File: src/rtl/pipe_ctrl.sv
// pipe_ctrl -- pipeline sequencer for the rv32 five-stage core.
//
// Turns hazard-manager requests (stall_req, false_path) and memory handshakes
// (imem_valid, dmem_busy) into per-stage register enables, NOP insertion and
// squash controls. It also tracks one valid bit per stage.
//
// Parameters
//   STALL_CYCLES : bubbles inserted per load-use stall request (1..7)
//   FLUSH_CYCLES : extra squashed fetch cycles after a redirect (0..3)
//
// Ports
//   clk, rst            : clock, synchronous active-high reset
//   stall_req           : load-use hazard
//   false_path          : taken branch/jump resolved in E
//   imem_valid          : fetch data valid this cycle
//   dmem_busy           : A-stage data memory access not complete
//   en_pc, en_fd, en_de, en_ea, en_aw : PC and stage register enables
//   flush_fd, bubble_de, bubble_aw    : load NOP into F->D, D->E, A->W
//   valid_vec           : stage valid bits {W,A,E,D,F}
//   retire              : valid instruction leaving W this cycle
//   stall_cnt, flush_cnt, retire_cnt : performance counters, present only
//                         when the macro PIPE_CTRL_PERF_EN is defined
module pipe_ctrl #(
  parameter int STALL_CYCLES = 1,
  parameter int FLUSH_CYCLES = 1
) (
  input  logic       clk,
  input  logic       rst,
  input  logic       stall_req,
  input  logic       false_path,
  input  logic       imem_valid,
  input  logic       dmem_busy,
  output logic       en_pc,
  output logic       en_fd,
  output logic       en_de,
  output logic       en_ea,
  output logic       en_aw,
  output logic       flush_fd,
  output logic       bubble_de,
  output logic       bubble_aw,
  output logic [4:0] valid_vec,
  output logic       retire
`ifdef PIPE_CTRL_PERF_EN
  ,
  output logic [31:0] stall_cnt,
  output logic [31:0] flush_cnt,
  output logic [31:0] retire_cnt
`endif
);

  typedef enum logic [1:0] {RUN, LSTALL, FLUSH, MWAIT} state_t;

  localparam logic [2:0] STALL_INIT = 3'(STALL_CYCLES - 1);
  localparam logic [2:0] FLUSH_INIT = 3'(FLUSH_CYCLES);

  state_t     state_q, state_d;
  state_t     ret_q, ret_d;       // state to resume once dmem_busy drops
  state_t     eff;                // state whose behaviour applies this cycle
  logic [2:0] cnt_q, cnt_d;
  logic [3:0] vld_q, vld_d;       // registered valid bits {W,A,E,D}
  logic       f_bit;
  logic       fp_acc;             // a false_path was acted on this cycle

  always_comb begin
    en_pc     = 1'b0;
    en_fd     = 1'b0;
    en_de     = 1'b0;
    en_ea     = 1'b0;
    en_aw     = 1'b0;
    flush_fd  = 1'b0;
    bubble_de = 1'b0;
    bubble_aw = 1'b0;
    fp_acc    = 1'b0;
    state_d   = state_q;
    ret_d     = ret_q;
    cnt_d     = cnt_q;
    // Leaving MWAIT takes effect in the same cycle dmem_busy drops.
    eff       = (state_q == MWAIT) ? ret_q : state_q;

    if (rst) begin
      state_d = RUN;
      ret_d   = RUN;
      cnt_d   = 3'd0;
    end else if (dmem_busy) begin
      // Freeze F..A; W takes a NOP. cnt is untouched so LSTALL/FLUSH resume.
      en_aw     = 1'b1;
      bubble_aw = 1'b1;
      state_d   = MWAIT;
      if (state_q != MWAIT) ret_d = state_q;
    end else begin
      state_d = eff;
      ret_d   = RUN;
      case (eff)
        LSTALL: begin
          bubble_de = 1'b1;
          en_de     = 1'b1;
          en_ea     = 1'b1;
          en_aw     = 1'b1;
          cnt_d     = cnt_q - 3'd1;
          if (cnt_q <= 3'd1) state_d = RUN;
        end
        FLUSH: begin
          {en_pc, en_fd, en_de, en_ea, en_aw} = 5'b11111;
          flush_fd = 1'b1;
          if (false_path) begin
            bubble_de = 1'b1;
            fp_acc    = 1'b1;
            cnt_d     = FLUSH_INIT;
          end else begin
            cnt_d = cnt_q - 3'd1;
            if (cnt_q <= 3'd1) state_d = RUN;
          end
        end
        default: begin
          {en_pc, en_fd, en_de, en_ea, en_aw} = 5'b11111;
          if (false_path) begin
            // Squash the two wrong-path instructions in F and D; a
            // simultaneous stall_req refers to a squashed instruction.
            flush_fd  = 1'b1;
            bubble_de = 1'b1;
            fp_acc    = 1'b1;
            if (FLUSH_CYCLES > 0) begin
              state_d = FLUSH;
              cnt_d   = FLUSH_INIT;
            end
          end else if (stall_req) begin
            en_pc     = 1'b0;
            en_fd     = 1'b0;
            bubble_de = 1'b1;
            if (STALL_CYCLES > 1) begin
              state_d = LSTALL;
              cnt_d   = STALL_INIT;
            end
          end
        end
      endcase
    end

    f_bit = imem_valid & ~flush_fd;
    vld_d[0] = flush_fd  ? 1'b0 : (en_fd ? f_bit    : vld_q[0]);
    vld_d[1] = bubble_de ? 1'b0 : (en_de ? vld_q[0] : vld_q[1]);
    vld_d[2] = en_ea ? vld_q[1] : vld_q[2];
    vld_d[3] = bubble_aw ? 1'b0 : (en_aw ? vld_q[2] : vld_q[3]);
    if (rst) vld_d = 4'd0;
  end

  assign valid_vec = {vld_q, f_bit};
  assign retire    = vld_q[3] & en_aw;

  always_ff @(posedge clk) begin
    state_q <= state_d;
    ret_q   <= ret_d;
    cnt_q   <= cnt_d;
    vld_q   <= vld_d;
  end

`ifdef PIPE_CTRL_PERF_EN
  logic [31:0] stall_cnt_q, stall_cnt_d;
  logic [31:0] flush_cnt_q, flush_cnt_d;
  logic [31:0] retire_cnt_q, retire_cnt_d;

  always_comb begin
    stall_cnt_d  = stall_cnt_q  + {31'd0, ~en_pc};
    flush_cnt_d  = flush_cnt_q  + {31'd0, fp_acc};
    retire_cnt_d = retire_cnt_q + {31'd0, retire};
    if (rst) begin
      stall_cnt_d  = 32'd0;
      flush_cnt_d  = 32'd0;
      retire_cnt_d = 32'd0;
    end
  end

  always_ff @(posedge clk) begin
    stall_cnt_q  <= stall_cnt_d;
    flush_cnt_q  <= flush_cnt_d;
    retire_cnt_q <= retire_cnt_d;
  end

  assign stall_cnt  = stall_cnt_q;
  assign flush_cnt  = flush_cnt_q;
  assign retire_cnt = retire_cnt_q;
`else
  logic unused_fp_acc;
  assign unused_fp_acc = fp_acc;
`endif

endmodule

File: config.mk
export PLATFORM = sky130hd
export DESIGN_NAME = pipe_ctrl
export DESIGN_NICKNAME = d
export VERILOG_FILES = /design/src/rtl/pipe_ctrl.sv
export SDC_FILE = /design/constraint.sdc
export NUM_CORES = 1
export LEC_CHECK = 0
export BUFFER_PORTS_ARGS = -buffer_cell sky130_fd_sc_hd__buf_2
export CORE_MARGIN = 2
export CORE_UTILIZATION = 53
export DETAILED_ROUTE_END_ITERATION = 16
export PLACE_DENSITY = 0.91
export SLEW_MARGIN = 10
export SYNTH_ARGS = -nofsm -noshare
export SYNTH_HDL_FRONTEND = slang
export SYNTH_SLANG_ARGS = --single-unit
File: constraint.sdc
create_clock -name clk -period 3.64 [get_ports clk]
set_input_delay 1.092 -clock clk [delete_from_list [all_inputs] [get_ports clk]]
set_output_delay 1.092 -clock clk [all_outputs]
set_load 0.01 [all_outputs]
==> impl_metrics.csv <==
group,metric,value,unit
min_path,min_from,"cnt_q[1]",
clock_network,clk_pin_slew,0.08,ns
yosys,synth_area_leaders,"dfxtp_1 32%, ha_1 7.2%, inv_1 6.0%",
clock_network,postCtsResizedCells,0,
route,drt_iter0_drc,25,
placement,gp_congestion,0.815,
yosys,yosys_warnings,0,
placement,dpl.hpwl,1130,um
grt,grt_max_degree,12,
critical_path,ff2ff_setup_slack,1.62,ns
min_path,hold_depth,2,
critical_path,arrival,2.30,ns
critical_path,r2r-end,"cnt_q[0]",
grt,grt_overflow_total,0,
layout,antenna_cells,0,
timing,max-slew-margin-rel,62.5,%
floorplan,start_util,55.2,%
yosys,yosysTopAreaCellShare,31.8,%
floorplan,core_area,0.00125,sq mm
layout,drive_above_1_share,25.8,%
yosys,synth_area,692,sq um
clock_network,numCtsBuffers,3,
timing,setup_tns,0,ns
critical_path,worstPathMaxFanout,9,
yosys,async_flop_share,0,%
run_status,outcome,"finished, final reports clean",
yosys,syn_avg_cell_area,8.44,sq um
clock_network,cts_tree,"built",
floorplan,pin_count,20,
yosys,synth_edf_count,0,
clock_network,clock_path_buffers,2,
timing,tightest_slew,0.556,ns
critical_path,r2r_start,"state_q[0]",
timing,grt_setup_unrepaired,"false",
route,ant_nets,0,
grt,antenna_found_initial,0,
clock_network,root_buffer,"clkbuf_4",
yosys,seq_area_frac_synth,31.8,%
layout,final_cell_area,778,sq um
route,drt_pass1_iterations,4,
grt,grt_pass1_vias,578,
floorplan,fp.dieH,40.1,um
yosys,syn_inst,82,
yosys,synth_largest_area_cell,"dfxtp_1",
clock_network,cts_sinks,11,
clock_network,h-tree-depth,1,
min_path,hold_class,"reg -> reg",
critical_path,cp-startpoint,"state_q[1]",
timing,fin_crit_sh,93.1,%
floorplan,row_count,13,
critical_path,criticalPathCategory,"reg -> out",
timing,maxSlewViolCount,0,
timing,finalClockSkew,0.00885,ns
route,vias,628,
floorplan,fp.dieArea,0.00161,sq mm
clock_network,cts_hold_buf,0,
timing,max_freq,295,MHz
yosys,synth.distinct_cells,31,
clock_network,clk_latency,0.28,ns
layout,area_growth,12.5,%
yosys,synth-seq-cells,11,
timing,post-route-min-period,3.39,ns
route,vias_per_cell,5.61,
critical_path,cp-end-kind,"primary output",
clock_network,postCtsSetupRepairBufs,0,
layout,layout_commonest_cell,"buf_2",
critical_path,cp.required,2.55,ns
power_and_ir_drop,vdd_drop_max,292,uV
placement,dp_cells,108,
critical_path,ff2ff_path_depth,7,
timing,setup_viol,0,
yosys,synthFlopType,"dfxtp_1",
timing,finalHoldViolCount,0,
run,maxCapViolCount,0,
layout,nFillCells,94,
route,drc,0,
placement,place_area,752,sq um
layout,mostFrequentLayoutCells,"19 x buf_2, 11 x inv_1, 11 x dfxtp_1",
layout,nNetsFinal,108,
power_and_ir_drop,leakagePower,0.000382,uW
min_path,whs_endpoint,"cnt_q[1]",
power_and_ir_drop,p_per_area,405,mW/mm^2
route,wirelength,1480,um
route,wl_per_cell,13.2,um
placement,numPortBuffers,19,
grt,grtUsageTotal,23.6,%
floorplan,dieWidth,40.1,um
layout,stdcell_count,112,
critical_path,start_kind,"register",
grt,grt_pass1_wl,2480,um
yosys,syn-num-nets,92,
-- flip-flops by register name (all words and copies together) (netlist names) --
signal and flops:
ret_q 2, state_q 2, vld_q 4, cnt_q 3
-- metal layers --
layer  part of all wire (%)  routed length, um  GRT usage (%)
met5                      0                  0              0
met4                    1.3                 19           11.2
met3                    6.0                 89           6.67
met2                     50                741           38.7
met1                     42                627           28.1
-- cell type report --
type | count | area (sq um) | share of cell area, %
multi-input combinational | 52 | 377 | 48.4
sequential | 11 | 220 | 28.3
timing repair buffer | 19 | 95.1 | 12.2
inverter | 11 | 41.3 | 5.31
clock buffer | 4 | 26.3 | 3.38
tap | 15 | 18.8 | 2.41
-- synth_stat cells, drive strengths merged (3+ instances only) --
| master | number |
|---|---|
| a21oi | 3 |
| o211ai | 3 |
| ha | 4 |
| nor2 | 7 |
| nor3 | 4 |
| dfxtp | 11 |
| inv | 11 |
| buf | 8 |
| o21ai | 4 |
| nor2b | 3 |
-- where the power goes --
part,internal [uW],switching (uW)
Combinational,38.2,58.8
Sequential,127,3.18
Clock,42.6,45.5
Total,208,107
-- metrics by stage --
stage / hold slack, ns / util (%) / power [uW] / setup slack [ns]
detailed placement: 0.494 / 60.0 / 228 / 0.558
CTS: 0.505 / 62.1 / 316 / 0.233
global placement: 0.488 / 60.0 / 225 / 0.641
finish: 0.504 / 62.1 / 315 / 0.252
global route: 0.530 / 62.1 / 334 / 0.0171
floorplan: 0.463 / - / 211 / 0.642
-- worst max path at each step --
stage | cells past startpoint | slack [ns] | end
CTS | 7 | 0.23 | en_fd
floorplan | 5 | 0.64 | valid_vec[0]
global route | 7 | 0.02 | en_fd
global placement | 7 | 0.64 | en_pc
detailed placement | 7 | 0.56 | en_fd
finish | 7 | 0.25 | en_fd
-- worst max-delay path: stages (launching register included) --
cell and delay [ns]:
dfxtp_1 0.34, inv_1 0.04, o21ai_0 0.36, inv_1 0.14
ha_1 0.48, inv_1 0.13, o311a_1 0.39, buf_2 0.15
-- logic make-up (layout without fill, tap and decap cells) --
kind of cell	after synthesis	in the layout	share of synthesized area (%)
muxes	2	2	2.89
and+or+nand+nor	25	25	20.8
DFF	11	11	31.8
buffers and inverters	19	34	13.7
AOI/OAI and AO/OA	21	21	23.5
adders and majority gates	4	4	7.23
Note: power is estimated with default switching activity, not from simulation.
